--- src/rtl/divisor_sequencial.sv ---
// Multi-cycle restoring divider for the 8-bit calculator datapath.
// One quotient bit per clock; divide-by-zero is flagged in a single extra cycle.
module divisor_sequencial #(
  parameter int WIDTH = 8
) (
  input  logic             clk,
  input  logic             rst,
  input  logic             start,
  input  logic [WIDTH-1:0] A,
  input  logic [WIDTH-1:0] B,
  output logic             busy,
  output logic             done,
  output logic [WIDTH-1:0] quociente,
  output logic [WIDTH-1:0] resto,
  output logic             resto_existe,
  output logic             erro
);

  // state | meaning
  // IDLE  | waiting for start; results from the last operation are held
  // CALC  | one restoring step per clock, counter runs WIDTH down to 0
  // ZERO  | divisor was zero; report error on the next edge

  localparam int CW = $clog2(WIDTH + 1);

  typedef enum logic [1:0] {IDLE, CALC, ZERO} state_t;

  state_t           state;
  logic [WIDTH-1:0] rem_q;
  logic [WIDTH-1:0] dvd_q;
  logic [WIDTH-1:0] dsr_q;
  logic [CW-1:0]    cnt_q;

  logic [WIDTH:0]   shifted;
  logic             ge;
  logic [WIDTH-1:0] rem_next;
  logic [WIDTH-1:0] quo_next;

  // The partial remainder is always below the divisor, so WIDTH bits hold it;
  // only the shifted trial value needs the extra top bit.
  assign shifted  = {rem_q, dvd_q[WIDTH-1]};
  assign ge       = (shifted >= {1'b0, dsr_q});
  assign rem_next = ge ? WIDTH'(shifted - {1'b0, dsr_q}) : shifted[WIDTH-1:0];
  assign quo_next = {dvd_q[WIDTH-2:0], ge};

  always_ff @(posedge clk or posedge rst) begin
    if (rst) begin
      state        <= IDLE;
      rem_q        <= '0;
      dvd_q        <= '0;
      dsr_q        <= '0;
      cnt_q        <= '0;
      busy         <= 1'b0;
      done         <= 1'b0;
      quociente    <= '0;
      resto        <= '0;
      resto_existe <= 1'b0;
      erro         <= 1'b0;
    end else begin
      done <= 1'b0;
      case (state)
        IDLE: begin
          if (start) begin
            dvd_q <= A;
            dsr_q <= B;
            rem_q <= '0;
            cnt_q <= CW'(WIDTH);
            busy  <= 1'b1;
            state <= (B == '0) ? ZERO : CALC;
          end
        end
        CALC: begin
          rem_q <= rem_next;
          dvd_q <= quo_next;
          cnt_q <= cnt_q - 1'b1;
          if (cnt_q == CW'(1)) begin
            quociente    <= quo_next;
            resto        <= rem_next;
            erro         <= 1'b0;
            resto_existe <= (rem_next != '0);
            done         <= 1'b1;
            busy         <= 1'b0;
            state        <= IDLE;
          end
        end
        ZERO: begin
          quociente    <= '0;
          resto        <= dvd_q;
          erro         <= 1'b1;
          resto_existe <= 1'b0;
          done         <= 1'b1;
          busy         <= 1'b0;
          state        <= IDLE;
        end
        default: state <= IDLE;
      endcase
    end
  end

endmodule

--- config.mk ---
export PLATFORM = sky130hd
export DESIGN_NAME = divisor_sequencial
export DESIGN_NICKNAME = d
export VERILOG_FILES = /design/src/rtl/divisor_sequencial.sv
export SDC_FILE = /design/constraint.sdc
export NUM_CORES = 1
export LEC_CHECK = 0
export CELL_PAD_IN_SITES_DETAIL_PLACEMENT = 0
export CELL_PAD_IN_SITES_GLOBAL_PLACEMENT = 1
export CORE_MARGIN = 2
export CORE_UTILIZATION = 45
export CTS_CLUSTER_SIZE = 40
export DETAILED_ROUTE_END_ITERATION = 10
export PLACE_DENSITY_LB_ADDON = 0.12
export RECOVER_POWER = 100
export SYNTH_ARGS = -nofsm -noshare
export SYNTH_HDL_FRONTEND = slang
export SYNTH_SLANG_ARGS = --single-unit
--- constraint.sdc ---
create_clock -name clk -period 3.65 [get_ports clk]
set_clock_uncertainty 0.15 [all_clocks]
set_input_delay 0.365 -clock clk [delete_from_list [all_inputs] [get_ports clk]]
set_output_delay 0.365 -clock clk [all_outputs]
set_load 0.03 [all_outputs]
==> run summary, run 1 <==
The run finished, with violations left. The final reports fail on capacitance limit, slew limit. The sum of overflow across all layers after global routing came out at 0. In the global route stage, overall resource usage came out at 21.3%. The area share of the leading cell type in the synthesized netlist is 46.0%.

Wires add up to 6390 µm. Counting every sink on the clock net gives 50. The clock latency at the later pin of the worst-skew pair is 0.31 ns.

STA classifies the critical path endpoint as a flip-flop. The shortest clock period the worst path allows after layout came out at 2.84 ns. The data arrival at the endpoint of the critical path came out at 2.91 ns. The worst hold path begins at cnt_q[3]$_DFFE_PP0P_. The TritonCTS clock tree is done. The peak per-stage delay on the critical path is 0.66 ns. The flip-flop and latch count after synthesis is 50. OpenSTA, run right after detailed placement, puts the worst setup slack at 1.14 ns. The share of synthesized area occupied by flip-flops and latches is 46.0%. The routed wirelength normalized by instance count is 16.5 µm.

The number of input and output port buffers inserted is 38. The detailed-route DRC error count is 0. The initial antenna violation count came out at 0. Synthesis produced 269 cells. The HPWL after detailed placement is 4680 µm. The average instance area after synthesis is 10.1 µm².

The synthesized design contains 0 enable-type register cells. The post-layout net count came out at 344. Dividing the detail-routed via count by the number of cells gives 5.59. The pin count of the biggest net entering global routing came out at 51.

The setup total negative slack came out at 0 ns. The floorplan die width came out at 81.7 µm. The max-slew headroom at the worst pin is -27.4%. The hold violation count in the final report is 0. Hold is met by 0.339 ns. The die covers 0.00668 mm². The slowest stage of the critical path belongs to the cell sky130_fd_sc_hd__clkbuf_1. No sink is reached through more buffers than the 2 on the longest clock path. The post-placement cell area is 0.00319 mm². The worst setup path is of the flip-flop to flip-flop kind.

Across all layers, the routed design uses 2158 vias. Along the worst path, the maximum fanout reaches 16. At the end of the flow the core is filled with cells to 56.0%. The number of resized instances in the post-cts repair step came out at 0. The clock transition at the registers of the reported paths came out at 0.10 ns. The part of the cycle the worst path needs is 77.9%. TritonCTS created 5 clock buffers.

The core outline area is 0.00589 mm². Summed over all instances, the cell type with the most area after synthesis is sky130_fd_sc_hd__dfrtp_1. The first detailed-routing pass ran for 4 iterations.

Walking the worst path, the cells encountered are inv_1, ha_1, clkbuf_1, inv_1, a21oi_1, buf_4, nor2_1, buf_4, a211oi_1. The power per cell area came out at 886 mW/mm². The total number of yosys warnings is 0. The post-route antenna net violation count came out at 0. The max-cap violation count is 1. The number of rows in the core area is 28. The worst voltage drop across the vdd grid is 0.000447 V. Routability-driven placement finished with a final weighted congestion of 0.880. In this run, post-CTS hold repair placed 0 buffers.

The top-level port count came out at 39. The worst register-to-register path begins at state[1]$_DFFE_PP0P_. The wire length of the first global-routing pass is 10700 µm. The via count of the first global-routing pass is 2193. STA classifies the critical path startpoint as a flip-flop. The cell area that synthesis handed to floorplanning was 0.00272 mm². The number of pins exceeding their max-slew limit in the final report is 51.

The fraction of layout cells with a size suffix above 1 came out at 10.3%. The fraction of synthesis flops using an asynchronous set or reset pin is 100%. By area the synthesized netlist is led by sky130_fd_sc_hd__dfrtp_1 46%, sky130_fd_sc_hd__ha_1 6.4%, sky130_fd_sc_hd__nand2_1 4.6%.

The number of setup buffers added after CTS came out at 0. The count of final setup violators came out at 0. The depth of the CTS H-tree came out at 2. The setup slack of the most critical reg-to-reg path is 0.81 ns.

Setup slack on the critical path of the routed design comes to 0.805 ns. In this run the clock root is driven by a sky130_fd_sc_hd__clkbuf_8. The worst endpoint required time came out at 3.72 ns. The transition at the pin with the smallest max-transition slack came out at 1.91 ns.

Static timing analysis puts the maximum clock frequency at 0.351 GHz. Setup repair after global routing left no endpoint under its margin. The count of distinct cell types in the synthesized netlist came out at 49. In this run the worst setup path begins at state[1]$_DFFE_PP0P_. The number of nets in the synthesized netlist is 303.

The number of antenna diodes is 0. The kind of path behind the tightest hold check is flip-flop to flip-flop. The first routing iteration left 145 violations.

The most used flip-flop cell after synthesis is sky130_fd_sc_hd__dfrtp_1. From bottom edge to top edge, the die measures 81.7 µm. The finished cells cover 0.00329 mm². The cell leakage power is 1.49 nW. The signed area change from the synthesized netlist to the final layout came out at 21.2%.

Once the floorplan was initialized, standard cells occupied 46.2% of the core.
## metal layers
layer  part of all wire (%)  vias to the layer above  GRT usage (%)
met1                     47                     1059           29.0
met2                     48                       49           34.9
li1                       -                     1040              -
met4                    1.5                        0           6.17
met5                      0                        -              0
met3                    3.6                       10           3.85
## worst max-delay path, delay by kind of cell (launching register included)
family	cells	cell delay (ns)
AOI/OAI and AO/OA	2	0.50
buffers and inverters	5	1.46
and+or+nand+nor	1	0.06
adders and majority gates	1	0.14
DFF	1	0.43
## flip-flops by register name, summed over array words and instances (netlist names)
name	cells
resto_existe	1
dsr_q	8
cnt_q	4
busy	1
rem_q	8
erro	1
done	1
dvd_q	8
state	2
quociente	8
resto	8
## power breakdown
group / internal [mW] / leakage, nW / switching, mW
Clock: 0.209 / 0.0563 / 0.204
Combinational: 0.645 / 0.798 / 0.928
Sequential: 0.768 / 0.637 / 0.165
Total: 1.62 / 1.49 / 1.30
## placed cells by master, fill, tap and decap left out, types with 3 or more instances in the layout
cell,count
sky130_fd_sc_hd__o211ai_1,3
sky130_fd_sc_hd__clkbuf_8,5
sky130_fd_sc_hd__o21ai_0,22
sky130_fd_sc_hd__dlygate4sd3_1,21
sky130_fd_sc_hd__a21oi_1,9
sky130_fd_sc_hd__inv_1,21
sky130_fd_sc_hd__clkdlybuf4s50_1,17
sky130_fd_sc_hd__nor2_1,14
sky130_fd_sc_hd__a22o_1,9
sky130_fd_sc_hd__nand4_1,3
sky130_fd_sc_hd__nor4_1,3
sky130_fd_sc_hd__nand2_1,33
sky130_fd_sc_hd__buf_4,3
sky130_fd_sc_hd__a21o_1,3
sky130_fd_sc_hd__nor3_1,9
sky130_fd_sc_hd__ha_1,14
sky130_fd_sc_hd__dfrtp_1,50
sky130_fd_sc_hd__a211oi_1,7
sky130_fd_sc_hd__nand3_1,4
sky130_fd_sc_hd__mux2_2,10
sky130_fd_sc_hd__mux2i_1,11
sky130_fd_sc_hd__o31ai_1,4
## path summary, 6_finish.rpt
kind | to | cells after the start
min reg2reg | cnt_q[3]$_DFFE_PP0P_ | 1
max reg2reg | resto[5]$_DFFE_PP0P_ | 9
max | resto[5]$_DFFE_PP0P_ | 9
min | cnt_q[3]$_DFFE_PP0P_ | 1
max in group asynchronous | dsr_q[3]$_DFFE_PP0P_ | 2
min in group asynchronous | cnt_q[3]$_DFFE_PP0P_ | 2
## synthesized netlist by cell type, types with 2 or more instances
master                     instances
sky130_fd_sc_hd__dfrtp_1          50
sky130_fd_sc_hd__nand2_1          33
sky130_fd_sc_hd__o21ai_0          22
sky130_fd_sc_hd__inv_1            21
sky130_fd_sc_hd__ha_1             14
sky130_fd_sc_hd__nor2_1           14
sky130_fd_sc_hd__mux2i_1          11
sky130_fd_sc_hd__mux2_2           10
sky130_fd_sc_hd__a22o_1            9
sky130_fd_sc_hd__nor3_1            9
sky130_fd_sc_hd__a21oi_1           8
sky130_fd_sc_hd__a211oi_1          6
sky130_fd_sc_hd__clkbuf_1          6
sky130_fd_sc_hd__nand3_1           4
sky130_fd_sc_hd__o31ai_1           4
sky130_fd_sc_hd__a21o_1            3
sky130_fd_sc_hd__nand4_1           3
sky130_fd_sc_hd__nor4_1            3
sky130_fd_sc_hd__o211ai_1          3
sky130_fd_sc_hd__a21oi_2           2
sky130_fd_sc_hd__buf_1             2
sky130_fd_sc_hd__nand3b_1          2
sky130_fd_sc_hd__or3_1             2
sky130_fd_sc_hd__xnor2_1           2
sky130_fd_sc_hd__xor2_1            2
## cell type report
class / instances / area (µm²)
fill: 553 / 2590
multi-input combinational: 190 / 1350
sequential: 50 / 1250
timing repair buffer: 42 / 407
tap: 75 / 93.8
inverter: 21 / 78.8
clock buffer: 5 / 68.8
clock inverter: 3 / 48.8
## kinds of logic (layout without fill, tap and decap cells)
group / after synthesis / after routing / share of synthesized area, %
buffers and inverters: 29 / 71 / 4.00
AOI/OAI and AO/OA: 69 / 69 / 18.2
xor gates and xnor gates: 4 / 4 / 1.29
muxes: 22 / 22 / 8.74
and+or+nand+nor: 80 / 80 / 14.6
adders and majority gates: 15 / 15 / 7.18
DFF: 50 / 50 / 46.0
## metrics by stage
step           std cells  power (mW)
6_report             386        2.92
5_1_grt              386        3.15
4_1_cts              386        2.98
3_5_place_dp         378        2.56
3_3_place_gp         378        2.53
2_1_floorplan        269        2.08
(Power assumes the default switching activity.)
==> run 2, diff against run 1 <==
CORE_UTILIZATION = 42   (was 45)
clock period = 2.7 ns   (was 3.65 ns; I/O delays follow)
==> run summary, run 2 (synthesis results as in run 1) <==
The number of input and output port buffers inserted is 38 (unchanged). The worst endpoint required time is 2.77 ns (-0.95 ns). The worst hold path belongs to the class flip-flop to flip-flop. The post-layout net count came out at 347 (+0.87%). The number of rows in the core area is 29 (+3.6%). The setup total negative slack is 0 ns (unchanged). The count of hold-fix buffers inserted at cts came out at 0 (unchanged). The detailed-route DRC error count is 0 (unchanged). The critical path endpoint category is a flip-flop. The fraction of layout cells with a size suffix above 1 is 10.8% (+0.54 points). The number of setup buffers added after CTS is 0 (unchanged). The power per cell area is 1190 mW/mm² (+34%). The number of placed instances with taps included is 383 (+1.3%). The core outline area came out at 0.00631 mm² (+7.3%). The total clock buffers created by CTS came out at 5 (unchanged). The pin count of the biggest net entering global routing is 51 (unchanged). The clock transition at the registers of the reported paths came out at 0.09 ns (about the same). The part of the cycle the worst path needs came out at 92.2% (+14 points). The kind of start point of the critical path is a flip-flop.

The number of sinks handled by clock tree synthesis was 50 (unchanged). The depth of the CTS H-tree came out at 2 (unchanged). The number of cells on the worst hold path came to 1 (unchanged). The setup slack of the most critical reg-to-reg path is 0.21 ns (-0.60 ns). The hold violation count in the final report came out at 0 (unchanged). Setup repair after global routing left no endpoint under its margin. The number of antenna diodes is 0 (unchanged). The initial core utilization is 43.1% (-3.1 points). The via count of the first global-routing pass came out at 2149 (-2.0%). The number of fill cells is 621 (+12%). The final non-filler cell total is 391 (+1.3%). The library cell used most frequently in the layout, excluding fill and tap cells, is sky130_fd_sc_hd__dfrtp_1.

The total global-route track usage is 18.3% (-3.0 points). In the layout the commonest cells are 50 x sky130_fd_sc_hd__dfrtp_1, 33 x sky130_fd_sc_hd__nand2_1, 23 x sky130_fd_sc_hd__o21ai_0. The top-level port count is 39 (unchanged).

The data arrival at the endpoint of the critical path came out at 2.56 ns (-0.35 ns). The detailed-router iteration count before antenna repair was 4 (unchanged). The transition at the pin with the smallest max-transition slack came out at 1.22 ns (-0.693 ns).

The violation count after the first detailed-route iteration came to 166 (+14%). The top fanout value on the critical path is 8 (-8). The wire length of the first global-routing pass came out at 10600 µm (-1.5%). The number of pins exceeding their max-slew limit in the final report is 0 (-100%).

The worst voltage drop across the vdd grid came out at 0.000460 V (+2.9%). The flow ran to the end, and the final reports show no timing, DRC or antenna violations. The initial antenna violation count came to 0 (unchanged). The detailed-route vias per instance is 5.48 (-2.1%). The sum of overflow across all layers after global routing came out at 0 (unchanged).

The vertical die dimension came out at 84.5 µm (+3.3%). The max-slew headroom at the worst pin came out at 18.9% (+46 points). The routed wirelength normalized by instance count came out at 15.8 µm (-4.2%).

The clock latency at the later pin of the worst-skew pair came out at 0.30 ns (about the same). The max-cap violation count came out at 0 (-1). The post-route antenna net violation count came out at 0 (unchanged). The cell leakage power is 1.50 nW (+0.89%). The global placer's final weighted congestion came out at 0.856 (-2.7%). The kind of critical path is flip-flop to flip-flop. The cell at the root of the clock tree is sky130_fd_sc_hd__clkbuf_8. TritonCTS built the clock tree. The number of cells traversed by the worst register-to-register path came out at 6 (-3).

The aggregate routed wire length is 6190 µm (-3.0%). The die outline area came out at 0.00713 mm² (+6.8%). The count of final setup violators is 0 (unchanged). The detailed-route via count was 2141 (-0.79%). The number of buffers on the longest clock path came to 2 (unchanged). The shortest clock period the worst path allows after layout came to 2.49 ns (-0.354 ns). The maximum operating frequency came out at 0.402 GHz (+14%). The HPWL after detailed placement is 4640 µm (-0.86%).

The area growth from synthesis to layout is 22.0%. The floorplan die width came out at 84.5 µm (+3.3%).
[run 2: changes by cell type in the layout (fill, tap and decap cells not counted), sizes merged]
cell | before | now
inv | 22 | 21
clkinv | 0 | 2
clkinvlp | 1 | 0
clkbuf | 6 | 9
[run 2: cell type report]
cell class	count	area (µm²)	area share [%]
clock inverter	3	43.8	1.32
clock buffer	5	68.8	2.07
sequential	50	1250	37.7
multi-input combinational	190	1360	41.0
tap	77	96.3	2.90
timing repair buffer	45	419	12.6
inverter	21	78.8	2.38
[run 2: metrics by stage]
stage          hold slack, ns  area (µm²)  setup WS [ns]  power (mW)  utilization, %
2_1_floorplan           0.265        2720          0.370        2.81               -
3_3_place_gp            0.318        3220          0.240        3.46            51.0
3_5_place_dp            0.323        3220          0.217        3.48            51.0
4_1_cts                 0.318        3330          0.181        4.02            52.8
5_1_grt                 0.368        3320         0.0710        4.27            52.6
6_report                0.335        3320          0.209        3.94            52.6
[run 2: layer usage]
layer | wire length [µm] | GRT usage (%)
met1 | 2920 | 25.3
met2 | 2960 | 30.6
met3 | 253 | 2.85
met4 | 62 | 4.33
met5 | 0 | 0
[run 2: worst max-delay path: stages, from the launching register on]
cell,delay [ns]
sky130_fd_sc_hd__dfrtp_1,0.44
sky130_fd_sc_hd__ha_1,0.38
sky130_fd_sc_hd__a21o_1,0.24
sky130_fd_sc_hd__a211oi_4,0.46
sky130_fd_sc_hd__nand2_4,0.18
sky130_fd_sc_hd__mux2_4,0.35
sky130_fd_sc_hd__a211oi_2,0.20
[run 2: report_power, final]
group,internal (mW),switching [mW]
combinational,0.897,1.25
clock,0.278,0.253
sequential,1.04,0.226
[run 2: final timing paths]
| path | start | end |
|---|---|---|
| worst max-delay path | rem_q[5]$_DFFE_PP0P_ | resto[6]$_DFFE_PP0P_ |
| worst min-delay path | cnt_q[3]$_DFFE_PP0P_ | cnt_q[3]$_DFFE_PP0P_ |
| worst max register to register | rem_q[5]$_DFFE_PP0P_ | resto[6]$_DFFE_PP0P_ |
| worst min register to register | cnt_q[3]$_DFFE_PP0P_ | cnt_q[3]$_DFFE_PP0P_ |
| max in group asynchronous | rst | rem_q[5]$_DFFE_PP0P_ |
| min in group asynchronous | rst | state[0]$_DFFE_PP0P_ |
[run 2: what timing repair did]
item	CTS	global route
gates resized for setup	0	1
hold endpoints to repair	0	0
endpoints found under the setup margin	0	2
==> run 3, diff against run 2 <==
CORE_MARGIN = 4   (was 2)
==> run summary, run 3 (synthesis results as in run 1) <==
The flow ran to the end, and the final reports show no timing, DRC or antenna violations. The pin count of the biggest net entering global routing is 37 (-27%). The top-level port count is 39 (unchanged). The number of cells on the worst hold path is 1 (unchanged). The count of final setup violators is 0 (unchanged). The multi-input combinational cell area was 0.00136 mm² (unchanged). The number of sinks handled by clock tree synthesis was 50 (unchanged). The worst-path cell with the longest stage delay is sky130_fd_sc_hd__a211oi_4. TritonCTS built the clock tree. The part of the cycle the worst path needs came out at 92.8% (+0.52 points).

The number of setup buffers added after CTS was 0 (unchanged). The cell leakage power was 1.51 nW (+0.23%). The worst endpoint required time came out at 2.78 ns (about the same). On the critical path the largest part of the delay comes from compound AO/OA/AOI/OAI gates. The number of buffers on the longest clock path is 2 (unchanged).

The top fanout value on the critical path came out at 8 (unchanged). The initial antenna violation count came out at 0 (unchanged). The signed area change from the synthesized netlist to the final layout came out at 22.5%.

The clock latency at the later pin of the worst-skew pair is 0.31 ns (about the same). The number of rows in the core area came out at 29 (unchanged). The kind of start point of the critical path is a flip-flop.

The cell sitting at the root of the clock tree is a sky130_fd_sc_hd__clkbuf_8. The routed wirelength normalized by instance count came out at 15.9 µm (+0.21%). The transition at the pin with the smallest max-transition slack is 1.37 ns (+0.157 ns). The setup total negative slack is 0 ns (unchanged). The number of input and output port buffers inserted came out at 38 (unchanged). The shortest clock period the worst path allows after layout came out at 2.50 ns (+0.0140 ns). STA classifies the critical path endpoint as a flip-flop.

The clock transition at the registers of the reported paths came to 0.11 ns (+0.02 ns). The detailed-router iteration count before antenna repair came out at 4 (unchanged). The detailed-route vias per instance is 5.40 (-1.5%). The number of antenna diodes is 0 (unchanged). The die outline area is 0.00782 mm² (+9.7%).

Setup repair after global routing left no endpoint under its margin. The via count of the first global-routing pass is 2131 (-0.84%). The max-slew headroom at the worst pin is 8.38% (-11 points).

The critical path depth is 6 (unchanged). The maximum operating frequency is 0.399 GHz (-0.56%). Leaving out fill and tap cells, the most frequent cells in the layout are 50 x sky130_fd_sc_hd__dfrtp_1, 33 x sky130_fd_sc_hd__nand2_1, 22 x sky130_fd_sc_hd__o21ai_0. The floorplan die width is 88.5 µm (+4.7%). The max-cap violation count is 0 (unchanged). The sum of overflow across all layers after global routing came to 0 (unchanged). The critical path is of the flip-flop to flip-flop type. The buffers plus inverters on the worst setup path came out at 0 (unchanged). The worst voltage drop across the vdd grid came out at 0.000602 V (+31%).

The count of hold-fix buffers inserted at cts came out at 0 (unchanged). The worst hold path terminates at cnt_q[3]$_DFFE_PP0P_. The kind of path behind the tightest hold check is flip-flop to flip-flop.

Leaving out fill and tap cells, the most frequent cell in the layout is sky130_fd_sc_hd__dfrtp_1. The utilization of the core after routing is 52.7% (+0.18 points). The destination of the worst register-to-register timing path is resto[6]$_DFFE_PP0P_.

The startpoint identified for the worst register-to-register timing path is rem_q[5]$_DFFE_PP0P_. The post-layout net count is 348 (+0.29%). The number of resized instances in the post-cts repair step is 0 (unchanged). The beginning of the worst hold path is cnt_q[3]$_DFFE_PP0P_.

The depth of the CTS H-tree is 2 (unchanged). The detailed-route via count is 2115 (-1.2%). The violation count after the first detailed-route iteration is 123 (-26%). The core outline area is 0.00631 mm² (unchanged). The critical path goes through ha_1, a21o_1, a211oi_4, nand2_4, mux2_4, a211oi_2. The total clock buffers created by CTS came out at 5 (unchanged). The peak per-stage delay on the critical path was 0.46 ns (about the same). The number of pins exceeding their max-slew limit in the final report is 0 (unchanged).

The setup slack of the most critical reg-to-reg path came out at 0.20 ns (about the same). The number of fill cells came out at 608 (-2.1%). The hold violation count in the final report is 0 (unchanged). The number of cells traversed by the worst register-to-register path is 6 (unchanged). The post-route antenna net violation count was 0 (unchanged). The post-placement cell area is 0.00323 mm² (+0.23%). The global placer's final weighted congestion is 0.835 (-2.5%).

The detailed-route DRC error count is 0 (unchanged). The HPWL after detailed placement came out at 4810 µm (+3.7%). The finished layout cell area came out at 0.00333 mm² (+0.34%). The initial core utilization is 43.1% (unchanged). The data arrival at the endpoint of the critical path is 2.58 ns (+0.02 ns). The fraction of layout cells with a size suffix above 1 came out at 10.8% (-0.034 points).

The wire length of the first global-routing pass came out at 10600 µm (-0.12%). The power per cell area came out at 1190 mW/mm² (+0.13%). The vertical die dimension was 88.5 µm (+4.7%). The total global-route track usage is 17.3% (-1.1 points). The aggregate routed wire length is 6220 µm (+0.47%). The area used by sequential logic in the layout was 0.00125 mm² (unchanged).
==> run 3: per-stage QoR <==
step / worst slack (ns) / power, mW / hold WS [ns] / instances
6_report: 0.195 / 3.96 / 0.329 / 392
3_5_place_dp: 0.163 / 3.48 / 0.326 / 384
5_1_grt: 0.0279 / 4.29 / 0.366 / 392
3_3_place_gp: 0.234 / 3.46 / 0.318 / 384
2_1_floorplan: 0.370 / 2.81 / 0.265 / 269
4_1_cts: 0.135 / 4.04 / 0.287 / 392
==> run 3: worst max-delay path by stage <==
stage	startpoint	to	slack, ns
finish	rem_q[5]$_DFFE_PP0P_	resto[6]$_DFFE_PP0P_	0.20
global route	rem_q[1]$_DFFE_PP0P_	resto[7]$_DFFE_PP0P_	0.03
CTS	dvd_q[7]$_DFFE_PP0P_	resto[6]$_DFFE_PP0P_	0.13
detailed placement	dvd_q[7]$_DFFE_PP0P_	resto_existe$_DFFE_PP0P_	0.16
global placement	dvd_q[7]$_DFFE_PP0P_	resto[6]$_DFFE_PP0P_	0.23
floorplan	dvd_q[7]$_DFFE_PP0P_	resto[6]$_DFFE_PP0P_	0.37
==> run 3: cell type report <==
type                            count  share of cell area (%)
Inverter                           21                    2.37
Sequential cell                    50                    37.6
Clock buffer                        5                    2.07
Tap cell                           77                    2.89
Clock inverter                      3                    1.47
Multi-Input combinational cell    190                    40.8
Timing Repair Buffer               46                    12.8
==> run 3: metal layers <==
| layer | GRT usage (%) | vias up | part of all wire, % |
|---|---|---|---|
| li1 | - | 1057 | - |
| met1 | 23.6 | 1004 | 48 |
| met2 | 28.6 | 45 | 47 |
| met3 | 2.61 | 9 | 3.9 |
| met4 | 4.81 | 0 | 1.4 |
| met5 | 0 | - | 0 |
==> run 3: where the power goes <==
part	total, mW	internal [mW]	switching [mW]
Combinational	2.13	0.904	1.23
Clock	0.561	0.283	0.279
Sequential	1.27	1.04	0.228
Total	3.96	2.22	1.73
